<file path="src/rtl/uart_tx_fifo_param.sv">
// -----------------------------------------------------------------------------
// uart_tx_fifo_param
//
// Circular transmit FIFO between a CPU write port and a UART transmitter.
// The CPU pushes one word per rising edge of a level-held write strobe. The
// read side hands the oldest word to the transmitter with a one-cycle start
// pulse. It pops that word only after the transmitter reports completion
// with a rising edge on tx_done.
//
// Parameters
//   DATA_BITS  width of each stored word
//   ADDR_BITS  log2 of the FIFO depth (DEPTH = 2**ADDR_BITS)
//
// Ports
//   clk       in   system clock, rising edge
//   rst_n     in   asynchronous active-low reset
//   w_data    in   CPU write data, sampled on the wr rising edge
//   wr        in   CPU write strobe (level, may be held)
//   flush     in   synchronous clear of pointers, count and read FSM
//   tx_done   in   transmitter completion (level, may be held)
//   d_in      out  word presented to the transmitter
//   tx_start  out  one-cycle start pulse to the transmitter
//   tx_full   out  occupancy equals DEPTH
//   tx_empty  out  occupancy equals zero
//   level     out  current occupancy
//   overflow  out  one-cycle pulse when a write edge is rejected (FIFO full)
// -----------------------------------------------------------------------------
module uart_tx_fifo_param #(
  parameter int unsigned DATA_BITS = 8,
  parameter int unsigned ADDR_BITS = 4
) (
  input  logic                 clk,
  input  logic                 rst_n,
  input  logic [DATA_BITS-1:0] w_data,
  input  logic                 wr,
  input  logic                 flush,
  input  logic                 tx_done,
  output logic [DATA_BITS-1:0] d_in,
  output logic                 tx_start,
  output logic                 tx_full,
  output logic                 tx_empty,
  output logic [ADDR_BITS:0]   level,
  output logic                 overflow
);

  localparam int unsigned DEPTH = 1 << ADDR_BITS;

  // Occupancy value that means "full": the extra count bit set, the rest clear.
  localparam logic [ADDR_BITS:0] FULL_COUNT = {1'b1, {ADDR_BITS{1'b0}}};

  typedef enum logic [1:0] {
    ST_IDLE = 2'd0,
    ST_SEND = 2'd1,
    ST_WAIT = 2'd2
  } state_e;

  // ---------------------------------------------------------------------------
  // Storage and state
  // ---------------------------------------------------------------------------
  logic [DATA_BITS-1:0] mem_q [DEPTH];

  logic [ADDR_BITS-1:0] wr_ptr_q, wr_ptr_d;
  logic [ADDR_BITS-1:0] rd_ptr_q, rd_ptr_d;
  logic [ADDR_BITS:0]   count_q,  count_d;
  logic                 overflow_q, overflow_d;

  state_e               state_q;
  logic [DATA_BITS-1:0] d_in_q;
  logic                 tx_start_q;

  // Edge-detect history for the two level-held handshake inputs.
  logic                 wr_q;
  logic                 tx_done_q;

  logic                 wr_ev;
  logic                 done_ev;
  logic                 full;
  logic                 push;
  logic                 pop;

  // ---------------------------------------------------------------------------
  // Event decode
  // ---------------------------------------------------------------------------
  // Only one word is pushed per wr rising edge, however long wr stays high. A
  // pop in the same cycle does not free a slot for this write, because full is
  // taken from the count before the clock edge. flush discards both events.
  assign wr_ev   = wr & ~wr_q;
  assign done_ev = tx_done & ~tx_done_q;
  assign full    = (count_q == FULL_COUNT);
  assign push    = wr_ev & ~full & ~flush;
  assign pop     = (state_q == ST_WAIT) & done_ev & ~flush;

  // ---------------------------------------------------------------------------
  // Pointer / occupancy next-state
  // ---------------------------------------------------------------------------
  always_comb begin
    // NOTE: every signal gets a default before any branch, so partial
    // assignment cannot infer a latch.
    wr_ptr_d   = wr_ptr_q;
    rd_ptr_d   = rd_ptr_q;
    count_d    = count_q;
    overflow_d = 1'b0;

    if (flush) begin
      wr_ptr_d = '0;
      rd_ptr_d = '0;
      count_d  = '0;
    end else begin
      // Pointers are exactly ADDR_BITS wide, so the increment wraps at DEPTH.
      if (push) wr_ptr_d = wr_ptr_q + ADDR_BITS'(1);
      if (pop)  rd_ptr_d = rd_ptr_q + ADDR_BITS'(1);

      // A push and a pop in the same cycle leave the count unchanged.
      unique case ({push, pop})
        2'b10:   count_d = count_q + (ADDR_BITS+1)'(1);
        2'b01:   count_d = count_q - (ADDR_BITS+1)'(1);
        default: count_d = count_q;
      endcase

      overflow_d = wr_ev & full;
    end
  end

  always_ff @(posedge clk or negedge rst_n) begin
    if (!rst_n) begin
      // Edge history resets high, so a level still held when reset is
      // released does not create a push or a completion event.
      wr_q       <= 1'b1;
      tx_done_q  <= 1'b1;
      wr_ptr_q   <= '0;
      rd_ptr_q   <= '0;
      count_q    <= '0;
      overflow_q <= 1'b0;
    end else begin
      // NOTE: sequential state uses non-blocking assignments only, so every
      // register samples values from before the clock edge.
      wr_q       <= wr;
      tx_done_q  <= tx_done;
      wr_ptr_q   <= wr_ptr_d;
      rd_ptr_q   <= rd_ptr_d;
      count_q    <= count_d;
      overflow_q <= overflow_d;
    end
  end

  // ---------------------------------------------------------------------------
  // Word storage
  // ---------------------------------------------------------------------------
  // NOTE: the array has no reset. Only words between rd_ptr and wr_ptr are
  // ever read, so clearing it would only add reset fan-out.
  always_ff @(posedge clk) begin
    if (push) mem_q[wr_ptr_q] <= w_data;
  end

  // ---------------------------------------------------------------------------
  // Read FSM: load word, pulse tx_start, wait for completion, pop
  // ---------------------------------------------------------------------------
  // IDLE tests the count from before the edge. A word pushed at edge k is
  // therefore loaded at edge k+1, and tx_start is high for the cycle after
  // that edge. A push cannot overwrite the slot at rd_ptr while count is
  // non-zero, because that slot is only reused after a pop.
  always_ff @(posedge clk or negedge rst_n) begin
    if (!rst_n) begin
      state_q    <= ST_IDLE;
      d_in_q     <= '0;
      tx_start_q <= 1'b0;
    end else if (flush) begin
      // A transmission in flight is abandoned without a pop. d_in keeps the
      // last word so the transmitter's input does not glitch.
      state_q    <= ST_IDLE;
      tx_start_q <= 1'b0;
    end else begin
      unique case (state_q)
        ST_IDLE: begin
          tx_start_q <= 1'b0;
          if (count_q != '0) begin
            d_in_q     <= mem_q[rd_ptr_q];
            tx_start_q <= 1'b1;
            state_q    <= ST_SEND;
          end
        end
        ST_SEND: begin
          // tx_start was raised on entry, so it lasts exactly one cycle.
          tx_start_q <= 1'b0;
          state_q    <= ST_WAIT;
        end
        ST_WAIT: begin
          tx_start_q <= 1'b0;
          // The pointer and count update for this pop is in the datapath.
          if (done_ev) state_q <= ST_IDLE;
        end
        default: begin
          tx_start_q <= 1'b0;
          state_q    <= ST_IDLE;
        end
      endcase
    end
  end

  // ---------------------------------------------------------------------------
  // Outputs
  // ---------------------------------------------------------------------------
  assign d_in     = d_in_q;
  assign tx_start = tx_start_q;
  assign overflow = overflow_q;
  assign level    = count_q;
  assign tx_full  = full;
  assign tx_empty = (count_q == '0);

endmodule
</file>
<file path="config.mk">
export PLATFORM = sky130hd
export DESIGN_NAME = uart_tx_fifo_param
export DESIGN_NICKNAME = d
export VERILOG_FILES = /design/src/rtl/uart_tx_fifo_param.sv
export SDC_FILE = /design/constraint.sdc
export NUM_CORES = 1
export LEC_CHECK = 0
export CAP_MARGIN = 10
export CORE_MARGIN = 2
export CORE_UTILIZATION = 35
export DETAILED_ROUTE_END_ITERATION = 8
export GPL_TIMING_DRIVEN = 0
export SLEW_MARGIN = 20
export SYNTH_ARGS = -nofsm -noshare
export SYNTH_HDL_FRONTEND = slang
export SYNTH_SLANG_ARGS = --single-unit
</file>
<file path="constraint.sdc">
create_clock -name clk -period 6 [get_ports clk]
set_input_delay 0.9 -clock clk [delete_from_list [all_inputs] [get_ports clk]]
set_output_delay 0.9 -clock clk [all_outputs]
set_load 0.005 [all_outputs]
</file>
==> results of run 1 <==
## how the worst max path moves through the flow
stage | end | slack (ns) | cells after the start
finish | level[4] | 2.45 | 11
global route | level[4] | 2.22 | 11
CTS | level[4] | 2.48 | 11
detailed placement | level[4] | 2.05 | 11
global placement | level[4] | 2.08 | 11
floorplan | level[4] | 2.90 | 10
## metrics by stage
step | hold WS [ns] | power [mW] | setup WS [ns] | util, % | std cells
floorplan | 0.507 | 1.33 | 2.90 | - | 320
global placement | 0.499 | 1.44 | 2.08 | 38.9 | 578
detailed placement | 0.512 | 1.44 | 2.05 | 38.9 | 578
CTS | 0.492 | 2.39 | 2.48 | 41.8 | 610
global route | 0.522 | 2.45 | 2.22 | 41.8 | 610
finish | 0.489 | 2.37 | 2.45 | 41.8 | 610
## worst register-to-register path: stages, from the launching register on
cell	delay [ns]
dfrtp_1	0.47
nor4_2	0.46
a21oi_1	0.34
nor3_1	0.41
ha_1	0.34
nor2b_1	0.16
a32o_1	0.26
a311o_1	0.31
o31ai_1	0.08
mux2i_1	0.22
## layer usage
layer | vias up | track usage [%]
li1 | 1417 | -
met1 | 1627 | 18.0
met2 | 80 | 21.6
met3 | 14 | 4.51
met4 | 0 | 4.21
met5 | - | 0
## logic make-up (layout without fill, tap and decap cells)
logic type,Yosys count,count (layout)
DFF,155,155
xor gates and xnor gates,10,10
and+or+nand+nor,61,61
buffers and inverters,19,80
muxes,50,50
adders and majority gates,7,7
AOI/OAI and AO/OA,18,18
## where the power goes
part	internal, mW	switching [mW]	leakage (nW)
Sequential	1.20	0.0259	1.50
Clock	0.527	0.422	0.250
Combinational	0.117	0.0729	0.771
Total	1.85	0.520	2.52
## cell usage after synthesis, types with 3 or more instances
cell,instances,share of area (%)
dfrtp_1,25,9.7
buf_1,4,0.23
nor4_1,3,0.29
ha_1,7,1.4
nand4_1,3,0.29
nor2_1,12,0.70
mux4_1,30,12
buf_6,3,0.52
nor3_1,3,0.23
a21oi_1,7,0.54
edfxtp_1,128,60
xnor2_1,4,0.54
clkbuf_1,6,0.35
nand2_1,9,0.52
inv_1,5,0.29
mux4_2,10,3.5
xor2_1,6,0.82
and2_1,17,1.7
a31oi_1,4,0.39
mux2_4,8,1.9
## final cells by class
class / count / share of cell area (%)
Buffer: 14 / 1.15
Inverter: 5 / 0.249
Clock inverter: 14 / 1.28
Tap cell: 229 / 3.80
Clock buffer: 18 / 5.69
Timing Repair Buffer: 29 / 3.79
Multi-Input combinational cell: 146 / 24.0
Sequential cell: 155 / 60.0
## sequential cells by signal, indices dropped and copies added, names as in the netlist
signal / count
wr_ptr_q: 4
tx_done_q: 1
level: 5
overflow: 1
d_in: 8
rd_ptr_q: 4
state_q: 2
wr_q: 1
tx_start: 1
mem_q: 128
==> flow_metrics.py, run 1 <==
metrics = {
    "cells_and_area": {
        "regArea_um2": 4520,
        "fin_nets": 388,
        "final_cell_area_um2": 7540,
        "final_common_cell": "edfxtp_1",
        "final_cell_mix": "edfxtp_1, mux4_1, clkdlybuf4s50_1",
        "fillers": 1583,
        "final_layout_size_suffix_gt1_share_pct": 14.4,
        "n_antenna_cell": 0,
        "syn_to_final_growth_pct": 17.0,
        "multi_input_area_um2": 1810,
    },
    "detailed_routing": {
        "wire_per_inst_um": 20.3,
        "antenna_left": 0,
        "m1WireLength_um": 5460,
        "drtIter0Drc": 272,
        "top_layer": "met4",
        "wl_met2_um": 6140,
        "firstDrtPassIters": 6,
        "via_per_inst": 5.14,
        "totalWireLength_um": 12400,
        "drc": 0,
        "vias": 3138,
        "dr_wl_met3_um": 625,
    },
    "worst_setup_path": {
        "arrival_ns": 3.90,
        "worst_path_max_delay_cell": "a21oi_1",
        "critical_path_required_ns": 6.35,
        "cp-start-kind": "input port",
        "cp-end-kind": "register",
        "crit_path_cell_trace": "clkdlybuf4s50_1, nand2b_1, clkbuf_1, a21oi_1, nor3_1, ha_1, nor2b_1, a32o_1, a311o_1, o31ai_1, mux2i_1",
        "reg2reg_depth": 9,
        "startpoint": "wr",
        "path_delay_family": "compound AO/OA/AOI/OAI gates",
        "cp_slowest_stage_delay_ns": 0.66,
        "reg2reg_from": "level[0]",
        "r2r-end": "level[4]",
        "worst-path-max-fanout": 10,
        "crit_buf_inv": 2,
        "r2r_slack_ns": 2.89,
        "critPathKind": "input port to register",
    },
    "die": {
        "initial_core_util_pct": 35.7,
        "die_h_um": 140,
        "fp-row-count": 49,
        "io_pins": 30,
        "dieArea_um2": 19500,
        "die_w_um": 140,
        "coreArea_um2": 18000,
    },
    "run_status": {
        "status": "completed",
    },
    "yosys": {
        "synth_edf_count": 128,
        "synthAdderAreaFrac_pct": 1.36,
        "ys.flop_type": "edfxtp_1",
        "ys_seq_area_share_pct": 70.2,
        "synth_area_um2": 6440,
        "synth_top_family_by_area": "multiplexers",
        "synth_cells": 320,
        "synth-compound-area-share_pct": 1.83,
        "synthMuxAreaShare_pct": 17.9,
        "avgSynthCellArea_um2": 20.1,
        "synthArstFlopShare_pct": 17.4,
        "synth_xor_area_share_pct": 1.36,
        "synth_cell_types": 41,
        "syn_nets": 340,
        "yosys_register_bits": 155,
        "synth-simple-area-share_pct": 5.67,
        "yosysWarnings": 0,
    },
    "cts": {
        "ctsHtreeMaxLevel": 4,
        "cts_setup_buffers": 0,
        "cts_sinks": 155,
        "cts_tree": "yes",
        "cts-root-buf": "clkbuf_16",
        "cts_resized": 0,
        "ctsHoldBuffers": 0,
        "cts_made_buffers": 17,
        "clk_pin_slew_worst_paths_ns": 0.06,
        "clock_latency_ns": 0.42,
        "ctsLongestPathBuffers": 2,
    },
    "global_routing": {
        "grt_max_degree": 28,
        "track_usage_pct": 13.6,
        "antenna_found_initial": 0,
        "first_global_vias": 3225,
        "grt_pass1_wl_um": 19400,
        "grt_overflow_total": 0,
    },
    "place": {
        "place_area_um2": 7010,
        "dp.final_hpwl_um": 8210,
        "port-buffer-count": 29,
        "gp_congestion": 0.809,
    },
    "timing": {
        "clock_skew_ns": 0.00770,
        "setup_viol": 0,
        "fmax_mhz": 282,
        "final_hold_viol_count": 0,
        "final_max_slew_viol_count": 0,
        "min_period_ns": 3.55,
        "worst_pin_slew_ns": 0.822,
        "rsz0062_at_grt": "false",
        "slew_headroom_pct": 44.8,
        "post-route-period-util_pct": 59.1,
        "final.setup.tns_ns": 0,
    },
    "power": {
        "p_leak_nw": 2.52,
        "power_density_nw_per_um2": 314,
        "irDropWorstVdd_v": 0.000197,
    },
    "job": {
        "cap_violations": 0,
    },
    "worst_hold_path": {
        "min_path_type": "input port to asynchronous set/reset pin",
    },
}
(Power assumes the default switching activity.)
==> run 2, diff against run 1 <==
==> constraint.sdc (replaced) <==
create_clock -name clk -period 3.6 [get_ports clk]
set_input_delay 0.54 -clock clk [delete_from_list [all_inputs] [get_ports clk]]
set_output_delay 0.54 -clock clk [all_outputs]
set_load 0.005 [all_outputs]
==> results of run 2 <==
Same layout as run 1 (identical final DEF). Status: completed.
Among the figures that moved: setup slack after placement 2.05 ns -> 0.0138 ns; setup slack after layout 2.45 ns -> 0.411 ns; hold slack 0.489 ns -> 0.129 ns; register-to-register setup slack 2.89 ns -> 0.49 ns; total power 2.37 mW -> 3.94 mW; worst IR drop on VDD 0.000197 V -> 0.000329 V
==> run 3, diff against run 2 <==
--- a/config.mk
+++ b/config.mk
@@ -10,7 +10,7 @@
 export CORE_UTILIZATION = 35
 export DETAILED_ROUTE_END_ITERATION = 8
 export GPL_TIMING_DRIVEN = 0
-export SLEW_MARGIN = 20
+export PLACE_DENSITY_LB_ADDON = 0.1
 export SYNTH_ARGS = -nofsm -noshare
 export SYNTH_HDL_FRONTEND = slang
 export SYNTH_SLANG_ARGS = --single-unit
==> run 3 against run 2 <==
Critical path depth is the same; non-clock buffer count grew 1; utilization grew 0.81 points; sequential cell count is the same; highest routed layer unchanged; final cell count grew 0.16%; combinational power grew 2%; clock skew shrank 0.0010 ns; sequential share of layout area shrank 1.1 points; worst hold slack gained 0.34 ns; setup slack lost 0.015 ns.
==> flow_metrics.py, run 3 (synthesis gave the netlist of run 1 again) <==
metrics = {
    "run_status": {
        "status": "completed",
    },
    "timing": {
        "final.setup.tns_ns": 0,
        "fin_hold_ws_ns": 0.469,
        "final_max_slew_viol_count": 0,
        "post-route-period-util_pct": 89.0,
        "final_hold_viol_count": 0,
        "rsz0062_at_grt": "false",
        "fmax_mhz": 312,
        "clock_skew_ns": 0.00670,
        "worst_slack_ns": 0.396,
        "slew_headroom_pct": 37.6,
        "setup_viol": 0,
        "min_period_ns": 3.20,
        "worst_pin_slew_ns": 0.936,
    },
    "global_routing": {
        "grt_overflow_total": 0,
        "first_global_vias": 3247,
        "grt_pass1_wl_um": 20700,
        "grt_max_degree": 19,
        "track_usage_pct": 15.0,
        "antenna_found_initial": 0,
    },
    "cts": {
        "cts_tree": "yes",
        "ctsHtreeMaxLevel": 4,
        "ctsHoldBuffers": 0,
        "cts_setup_buffers": 0,
        "cts_sinks": 155,
        "ctsLongestPathBuffers": 2,
        "cts-root-buf": "clkbuf_16",
        "clk_pin_slew_worst_paths_ns": 0.06,
        "cts_made_buffers": 17,
        "cts_resized": 0,
        "clock_latency_ns": 0.42,
    },
    "place": {
        "gp_congestion": 0.734,
        "dpl_worst_slack_ns": -0.0750,
        "port-buffer-count": 29,
        "dp.cells": 579,
        "dp.final_hpwl_um": 8980,
    },
    "die": {
        "dieArea_um2": 19500,
        "io_pins": 30,
        "fp-row-count": 49,
        "die_h_um": 140,
        "coreArea_um2": 18000,
        "initial_core_util_pct": 35.7,
        "die_w_um": 140,
    },
    "power": {
        "power_density_nw_per_um2": 559,
        "p_leak_nw": 2.60,
        "finalPower_mw": 4.29,
        "irDropWorstVdd_v": 0.000449,
    },
    "detailed_routing": {
        "firstDrtPassIters": 4,
        "vias": 3165,
        "drc": 0,
        "antenna_left": 0,
        "wire_per_inst_um": 22.4,
        "totalWireLength_um": 13700,
        "drtIter0Drc": 228,
        "via_per_inst": 5.18,
    },
    "worst_hold_path": {
        "min_path_type": "input port to asynchronous set/reset pin",
    },
    "cells_and_area": {
        "regArea_um2": 4520,
        "final_common_cell": "edfxtp_1",
        "fillers": 1613,
        "final_cell_mix": "edfxtp_1, mux4_1, clkdlybuf4s50_1",
        "finalNonFillerCells": 611,
        "final_layout_size_suffix_gt1_share_pct": 15.2,
        "largest_reg_flops": 128,
        "largest-register": "mem_q",
        "fin_nets": 389,
        "multi_input_area_um2": 1810,
        "syn_to_final_growth_pct": 19.3,
        "n_antenna_cell": 0,
    },
    "worst_setup_path": {
        "critPathKind": "input port to register",
        "cp-start-kind": "input port",
        "r2r_slack_ns": 0.40,
        "path_delay_family": "compound AO/OA/AOI/OAI gates",
        "worst_path_max_delay_cell": "a21oi_1",
        "crit_path_cell_trace": "clkdlybuf4s50_1, nand2b_1, clkbuf_1, a21oi_1, nor3_1, ha_1, nor2b_1, a32o_1, a311o_1, o31ai_1, mux2i_1",
        "cp_slowest_stage_delay_ns": 0.69,
        "critical_path_required_ns": 3.94,
        "arrival_ns": 3.55,
        "cp-end-kind": "register",
        "r2r-end": "level[4]",
        "reg2reg_depth": 9,
        "crit_buf_inv": 2,
        "reg2reg_from": "level[0]",
        "worst-path-max-fanout": 10,
    },
    "job": {
        "cap_violations": 0,
    },
}
-- run 3: cell types whose count changed in the layout (fill, tap and decap cells not counted), moves of 2 or more --
cell	before	now
clkinv_1	3	1
bufinv_16	0	4
inv_8	0	2
clkinvlp_4	3	0
-- run 3: worst max path at each step --
stage / from / end / depth (start not counted)
after floorplan: level[0] / level[4] / 9
final: wr / level[4] / 11
after global placement: wr / level[4] / 11
after CTS: wr / level[4] / 11
after global routing: wr / level[4] / 11
after detailed placement: wr / level[4] / 11
-- run 3: cell type report --
cell class / instances / area share [%]
flip-flops and latches: 155 / 58.9
multi-input cells: 146 / 23.6
clock buffers: 17 / 5.54
repair buffers: 30 / 4.14
well taps: 229 / 3.73
clock inverters: 15 / 2.77
plain buffers: 14 / 1.12
inverters: 5 / 0.244
-- run 3: stage by stage --
step                      area (um2)  util [%]
after floorplan                 6440         -
after global placement          7020      38.9
after detailed placement        7040      39.1
after CTS                       7680      42.6
after global routing            7680      42.6
final                           7680      42.6
-- run 3: where the power goes --
part	internal [mW]	switching (mW)
Combinational	0.198	0.124
Clock	1.18	0.749
Sequential	2.00	0.0399
Total	3.38	0.914
-- run 3: routing by layer --
metal / track usage, % / routed length [um] / up-vias
met1: 19.7 / 6090 / 1663
met2: 24.3 / 6880 / 62
met5: 0 / 0 / -
met3: 3.75 / 472 / 12
met4: 5.58 / 238 / 0
li1: - / - / 1428
